<file path="src/rtl/multicycle_control_pkg.sv">
// multicycle_control_pkg: opcodes, ALU/mux select codes and FSM state encodings
package multicycle_control_pkg;
  localparam logic [5:0] OP_RTYPE = 6'b000000;
  localparam logic [5:0] OP_LW    = 6'b100011;
  localparam logic [5:0] OP_SW    = 6'b101011;
  localparam logic [5:0] OP_BEQ   = 6'b000100;
  localparam logic [5:0] OP_ADDI  = 6'b001000;
  localparam logic [5:0] OP_J     = 6'b000010;
  localparam logic [2:0] ALOP_ADD   = 3'b000;
  localparam logic [2:0] ALOP_SUB   = 3'b001;
  localparam logic [2:0] ALOP_FUNCT = 3'b111;
  localparam logic [1:0] SRCB_RT     = 2'b00;
  localparam logic [1:0] SRCB_FOUR   = 2'b01;
  localparam logic [1:0] SRCB_IMM    = 2'b10;
  localparam logic [1:0] SRCB_IMM_SH = 2'b11;
  localparam logic [1:0] PCSRC_ALU    = 2'b00;
  localparam logic [1:0] PCSRC_ALUOUT = 2'b01;
  localparam logic [1:0] PCSRC_JUMP   = 2'b10;
  typedef enum logic [3:0] {
    S_FETCH    = 4'd0,
    S_DECODE   = 4'd1,
    S_MEMADR   = 4'd2,
    S_MEMRD    = 4'd3,
    S_MEMWB    = 4'd4,
    S_MEMWR    = 4'd5,
    S_RTYPE_EX = 4'd6,
    S_RTYPE_WB = 4'd7,
    S_BEQ      = 4'd8,
    S_ADDI_EX  = 4'd9,
    S_ADDI_WB  = 4'd10,
    S_JUMP     = 4'd11,
    S_ILLEGAL  = 4'd12,
    S_HALT     = 4'd13
  } state_t;
endpackage

</file>
<file path="src/rtl/multicycle_control_retire_counter.sv">
// retire_counter: wrapping up-counter with enable and synchronous reset
module retire_counter #(
  parameter int W = 16
) (
  input  logic         clk,
  input  logic         rst,
  input  logic         en_i,
  output logic [W-1:0] count_o
);
  logic [W-1:0] count_q, count_d;
  // next count wraps naturally at 2^W
  always_comb count_d = en_i ? count_q + W'(1) : count_q;
  // count register
  always_ff @(posedge clk) count_q <= rst ? '0 : count_d;
  assign count_o = count_q;
endmodule

</file>
<file path="src/rtl/multicycle_control.sv">
// multicycle_control: multi-cycle CPU controller FSM driving datapath muxes and enables
module multicycle_control
  import multicycle_control_pkg::*;
#(
  parameter int RETIRE_W     = 16,
  parameter bit ILLEGAL_HALT = 1'b0
) (
  input  logic                clk,
  input  logic                rst,
  input  logic [5:0]          op,
  input  logic                zero,
  input  logic                mem_ready,
  output logic                pcwrite,
  output logic                pcwritecond,
  output logic                iord,
  output logic                memread,
  output logic                memwrite,
  output logic                irwrite,
  output logic                memreg,
  output logic                regdst,
  output logic                regwrite,
  output logic                alusrca,
  output logic [1:0]          alusrcb,
  output logic [2:0]          alop,
  output logic [1:0]          pcsrc,
  output logic                instr_done,
  output logic                illegal,
  output logic [RETIRE_W-1:0] retired
);
  state_t state_q, state_d;
  logic   illegal_q, illegal_d;
  logic   unused;
  // zero only gates pcwritecond inside the datapath
  assign unused = zero;
  // state and sticky illegal flag registers
  always_ff @(posedge clk) begin
    state_q   <= rst ? S_FETCH : state_d;
    illegal_q <= rst ? 1'b0 : illegal_d;
  end
  // next-state and output decode; pcwrite/irwrite/instr_done are the only mem_ready-qualified terms
  always_comb begin
    state_d     = S_FETCH;
    illegal_d   = illegal_q;
    pcwrite     = 1'b0;
    pcwritecond = 1'b0;
    iord        = 1'b0;
    memread     = 1'b0;
    memwrite    = 1'b0;
    irwrite     = 1'b0;
    memreg      = 1'b0;
    regdst      = 1'b0;
    regwrite    = 1'b0;
    alusrca     = 1'b0;
    alusrcb     = SRCB_RT;
    alop        = ALOP_ADD;
    pcsrc       = PCSRC_ALU;
    instr_done  = 1'b0;
    case (state_q)
      S_FETCH: begin
        memread = 1'b1;
        alusrcb = SRCB_FOUR;
        pcwrite = mem_ready;
        irwrite = mem_ready;
        state_d = mem_ready ? S_DECODE : S_FETCH;
      end
      S_DECODE: begin
        alusrcb = SRCB_IMM_SH;
        case (op)
          OP_RTYPE:     state_d = S_RTYPE_EX;
          OP_LW, OP_SW: state_d = S_MEMADR;
          OP_BEQ:       state_d = S_BEQ;
          OP_ADDI:      state_d = S_ADDI_EX;
          OP_J:         state_d = S_JUMP;
          default:      state_d = S_ILLEGAL;
        endcase
      end
      S_MEMADR: begin
        alusrca = 1'b1;
        alusrcb = SRCB_IMM;
        state_d = (op == OP_SW) ? S_MEMWR : S_MEMRD;
      end
      S_MEMRD: begin
        iord    = 1'b1;
        memread = 1'b1;
        state_d = mem_ready ? S_MEMWB : S_MEMRD;
      end
      S_MEMWB: begin
        memreg     = 1'b1;
        regwrite   = 1'b1;
        instr_done = 1'b1;
      end
      S_MEMWR: begin
        iord       = 1'b1;
        memwrite   = 1'b1;
        instr_done = mem_ready;
        state_d    = mem_ready ? S_FETCH : S_MEMWR;
      end
      S_RTYPE_EX: begin
        alusrca = 1'b1;
        alop    = ALOP_FUNCT;
        state_d = S_RTYPE_WB;
      end
      S_RTYPE_WB: begin
        regdst     = 1'b1;
        regwrite   = 1'b1;
        instr_done = 1'b1;
      end
      S_BEQ: begin
        alusrca     = 1'b1;
        alop        = ALOP_SUB;
        pcsrc       = PCSRC_ALUOUT;
        pcwritecond = 1'b1;
        instr_done  = 1'b1;
      end
      S_ADDI_EX: begin
        alusrca = 1'b1;
        alusrcb = SRCB_IMM;
        state_d = S_ADDI_WB;
      end
      S_ADDI_WB: begin
        regwrite   = 1'b1;
        instr_done = 1'b1;
      end
      S_JUMP: begin
        pcsrc      = PCSRC_JUMP;
        pcwrite    = 1'b1;
        instr_done = 1'b1;
      end
      S_ILLEGAL: begin
        illegal_d = 1'b1;
        state_d   = ILLEGAL_HALT ? S_HALT : S_FETCH;
      end
      S_HALT: state_d = S_HALT;
      default: state_d = S_FETCH;
    endcase
  end
  assign illegal = illegal_q;
  retire_counter #(.W(RETIRE_W)) u_retire (
    .clk     (clk),
    .rst     (rst),
    .en_i    (instr_done),
    .count_o (retired)
  );
endmodule

</file>
<file path="config.mk">
export PLATFORM = sky130hd
export DESIGN_NAME = multicycle_control
export DESIGN_NICKNAME = d
export VERILOG_FILES = /design/src/rtl/multicycle_control_pkg.sv /design/src/rtl/multicycle_control_retire_counter.sv /design/src/rtl/multicycle_control.sv
export SDC_FILE = /design/constraint.sdc
export NUM_CORES = 1
export LEC_CHECK = 0
export BUFFER_PORTS_ARGS = -buffer_cell sky130_fd_sc_hd__buf_2
export CORE_UTILIZATION = 45
export DETAILED_ROUTE_END_ITERATION = 8
export PLACE_DENSITY = 0.84
export RECOVER_POWER = 25
export SYNTH_ARGS = -nofsm -noshare
export SYNTH_HDL_FRONTEND = slang
export SYNTH_SLANG_ARGS = --single-unit
export TNS_END_PERCENT = 1
</file>
<file path="constraint.sdc">
create_clock -name clk -period 1.5 [get_ports clk]
set_input_delay 0.225 -clock clk [delete_from_list [all_inputs] [get_ports clk]]
set_output_delay 0.225 -clock clk [all_outputs]
set_load 0.005 [all_outputs]
</file>
==> metrics list <==
- Initial standard-cell utilization of the core: 0.494
* Clk Latency, worst-skew pair: 0.35 ns
- DRC: 3
- In this run, synthesis inferred 0 flip-flops with an integrated enable.
- Footprint of the multi-input gates: 1140 µm²
- The share of the Yosys chip area taken by registers is 0.298.
- Buffers inserted during clock tree synthesis total 3.
* Number of buffers inserted by port buffering: 43
- Setup violations remaining at the end of the flow were counted as 33.
- The first detailed-routing pass ran for 7 iterations.
- Across the whole layout, storage elements account for 428 µm².
- On the critical path the largest part of the delay comes from buffers and inverters.
- The wire-length estimate of the detail-placed layout is 2.87 mm.
* Clock tree from TritonCTS: yes
- Setup repair after global routing missed its margin: yes
- Area share of the largest cell type after synthesis: 0.298
- Dividing total power by cell area gives a power density of 570 nW/µm².
- The count of nets left with antenna violations once routing finished came out at 0.
- Number of top-level design ports: 45
- Worst rel slew slack: 0.641
- P_leak: 1.01 nW
* Detailed Route WL: 6.45 mm
- The die covers 3360 µm².
- STA puts the critical path data required time at 1.27 ns.
- Largest area contributor in the synthesized netlist: sky130_fd_sc_hd__dfxtp_1
* Post-synthesis instance total: 181
* Critical path startpoint category: register
- The final-report hold violation count is 0.
- The number of buffers and inverters on the critical path is 4.
* Least setup slack across all paths after layout: -0.280 ns
- For the final database, setup skew stands at 0.0161 ns.
- The number of global-route vias before repair came to 1885.
- Outcome: finished with violations
* Post-route standard cell area excluding fillers: 2370 µm²
- Largest net degree at the start of global routing: 27
- In this run, the number of DRC markers left after iteration 0 of detailed routing was 185.
- The placed instances occupy a cell area of 1930 µm².
* Worst-margin pin slew: 0.538 ns
* Final-layout setup total negative slack: -4.96 ns
- Ordered list of cells on the worst path: buf_6 > buf_12 > buf_8 > nor2b_4 > nor3_2 > buf_2
- The number of nets handed over by synthesis was 192.
* Min-delay worst type: in -> reg
- Worst stage delay on the critical path: 0.36 ns
- Count of fill cells added during filler insertion: 157
* Critical path arrival: 1.55 ns
* Clock-pin slew on the worst setup and hold paths: 0.14 ns
- In the synthesized netlist the dominant register cell turns out to be sky130_fd_sc_hd__dfxtp_1.
- Tcrit/Tclk final: 1.19
- The critical path is of the reg -> out type.
* Area added between synthesis and finish: 68.5%
- Failing checks: design-rule violations, negative setup slack
- Die Span Y: 58.0 µm
- At the end of routability-driven placement, the weighted congestion stood at 0.862.
* NumNets Final: 278
* Number of rows in the core area: 19
* Final max-slew violation count: 0
- Along the worst path, the maximum fanout reaches 6.
- Top cells by area, synth: sky130_fd_sc_hd__dfxtp_1 (30%), sky130_fd_sc_hd__nor2_1 (5.9%), sky130_fd_sc_hd__mux2_2 (5.6%)
- Along the worst hold path, the cell count comes to 3.
- Maximum capacitance violations: 0
* Stages on worst setup path: 6
- For this design, the slowest cell found on the critical path is sky130_fd_sc_hd__dfxtp_2.
- Clock period minus worst slack: 1.78 ns
* Per-cell via count in the routed design: 6.89
* Area of the core: 2850 µm²
- In this run the deepest clock path goes through 2 buffers.
- The initial antenna violation count was 0.
- Cell area after synthesis: 1410 µm²
- In the final routed layout, each cell accounts on average for 21.7 µm.
- Final antenna diode count: 0
* Fmax: 0.562 GHz
- Fraction of synthesis flops using an asynchronous set or reset pin: 0
- Prior to clock tree synthesis, the placed netlist has a worst setup slack of -0.117 ns.
* Worst ir drop on vdd: 0.000473 V
- Via count: 2047
- Synthesis-stage register bit count: 21
* Distinct cell type count after synthesis: 43
- Crit. End Element: output port
- Clock tree sinks: 21
- First-pass GRT wire length: 9.07 mm
- During synthesis, Yosys emitted a total of 0 warnings.
- Summed over all layers, the global routing overflow is 0.
- Of the cells placed in the final design, the portion with a size suffix greater than 1 is 0.571.
- Across every metal layer, demand over resource in global routing totals 0.357.
* Worst r2r path cells: 6
* Die X-Extent: 58.0 µm
* CTS H-tree depth: 1
* Syn_area_per_cell: 7.78 µm²
- The cell sitting at the root of the clock tree is a sky130_fd_sc_hd__clkbuf_4.
==> power by group <==
group          switching [mW]  internal, mW  total [mW]
Sequential             0.0132         0.571       0.584
Combinational           0.242         0.209       0.451
Clock                   0.214         0.103       0.316
==> cells in the final DEF (no fill, tap or decap), types with 5 or more instances in the layout <==
| master | synthesis | layout |
|---|---|---|
| sky130_fd_sc_hd__a21oi_1 | 11 | 6 |
| sky130_fd_sc_hd__a21oi_2 | 1 | 5 |
| sky130_fd_sc_hd__buf_2 | 3 | 40 |
| sky130_fd_sc_hd__buf_4 | 5 | 35 |
| sky130_fd_sc_hd__buf_6 | 0 | 14 |
| sky130_fd_sc_hd__dfxtp_1 | 21 | 17 |
| sky130_fd_sc_hd__nand3_1 | 7 | 6 |
| sky130_fd_sc_hd__nor2_1 | 22 | 17 |
| sky130_fd_sc_hd__nor2b_1 | 10 | 8 |
| sky130_fd_sc_hd__o21ai_0 | 10 | 9 |
| sky130_fd_sc_hd__o31ai_1 | 7 | 7 |
==> logic make-up (layout without fill, tap and decap cells) <==
logic type,count (synthesis),count (layout),synth area share
DFF,21,21,0.298
xor gates and xnor gates,2,2,0.0124
buffers and inverters,17,102,0.0622
AOI/OAI and AO/OA,42,42,0.187
muxes,8,8,0.0631
adders and majority gates,1,1,0.00888
and+or+nand+nor,90,90,0.369
==> final cells by class <==
type	count	share of cell area
Multi-Input combinational cell	143	0.480
Timing Repair Buffer	94	0.300
Sequential cell	21	0.180
Tap cell	31	0.0163
Inverter	4	0.0105
Clock buffer	3	0.00949
Clock inverter	1	0.00316
==> sequential cells by signal (all words and copies together), names as in the netlist <==
register / count
illegal: 1
state_q: 4
u_retire.count_o: 16
==> worst min-delay path, stage by stage <==
cell and delay (ns):
sky130_fd_sc_hd__buf_2 0.08, sky130_fd_sc_hd__o311ai_0 0.13, sky130_fd_sc_hd__a31oi_1 0.19
==> metrics by stage <==
step	utilization	instances	hold WS (ns)	total power, mW
finish	0.832	297	0.317	1.35
global route	0.832	297	0.367	1.39
CTS	0.812	297	0.322	1.28
detailed placement	0.677	276	0.476	0.896
global placement	0.677	276	0.458	0.884
floorplan	-	181	0.461	0.764
==> per-layer routing <==
layer	global-route usage	part of all wire	up-vias	routed length, µm
met3	0.0670	0.097	55	628
met4	0.194	0.067	0	430
met5	0	0	-	0
li1	-	-	849	-
met1	0.401	0.36	970	2330
met2	0.634	0.48	173	3070
==> synthesized netlist by cell type, drive strengths merged (2+ instances only) <==
| master | instances |
|---|---|
| a21o | 3 |
| a21oi | 12 |
| a31oi | 3 |
| and3 | 5 |
| and4 | 4 |
| buf | 8 |
| clkbuf | 5 |
| dfxtp | 21 |
| inv | 3 |
| mux2 | 7 |
| nand2 | 6 |
| nand2b | 2 |
| nand3 | 7 |
| nand4 | 2 |
| nor2 | 22 |
| nor2b | 10 |
| nor3 | 6 |
| nor4 | 8 |
| nor4b | 3 |
| o21ai | 11 |
| o31ai | 7 |
| or2 | 3 |
| or3b | 2 |
| or4 | 7 |
==> worst paths after layout <==
path / endpoint / slack, ns / start
max: memread / -0.28 / state_q[1]$_SDFF_PP0_
min: state_q[2]$_SDFF_PP0_ / 0.32 / op[4]
max reg2reg: u_retire.count_o[7]$_SDFFE_PP0P_ / -0.18 / state_q[1]$_SDFF_PP0_
min reg2reg: illegal$_SDFFE_PP0N_ / 0.52 / illegal$_SDFFE_PP0N_
==> repair_timing <==
action,CTS,global route
cloned,1,0
pin swaps,15,3
hold buffers,0,0
setup buffers,16,0
gates resized for setup,47,18
setup endpoints to repair,27,36
(Power assumes the default switching activity.)
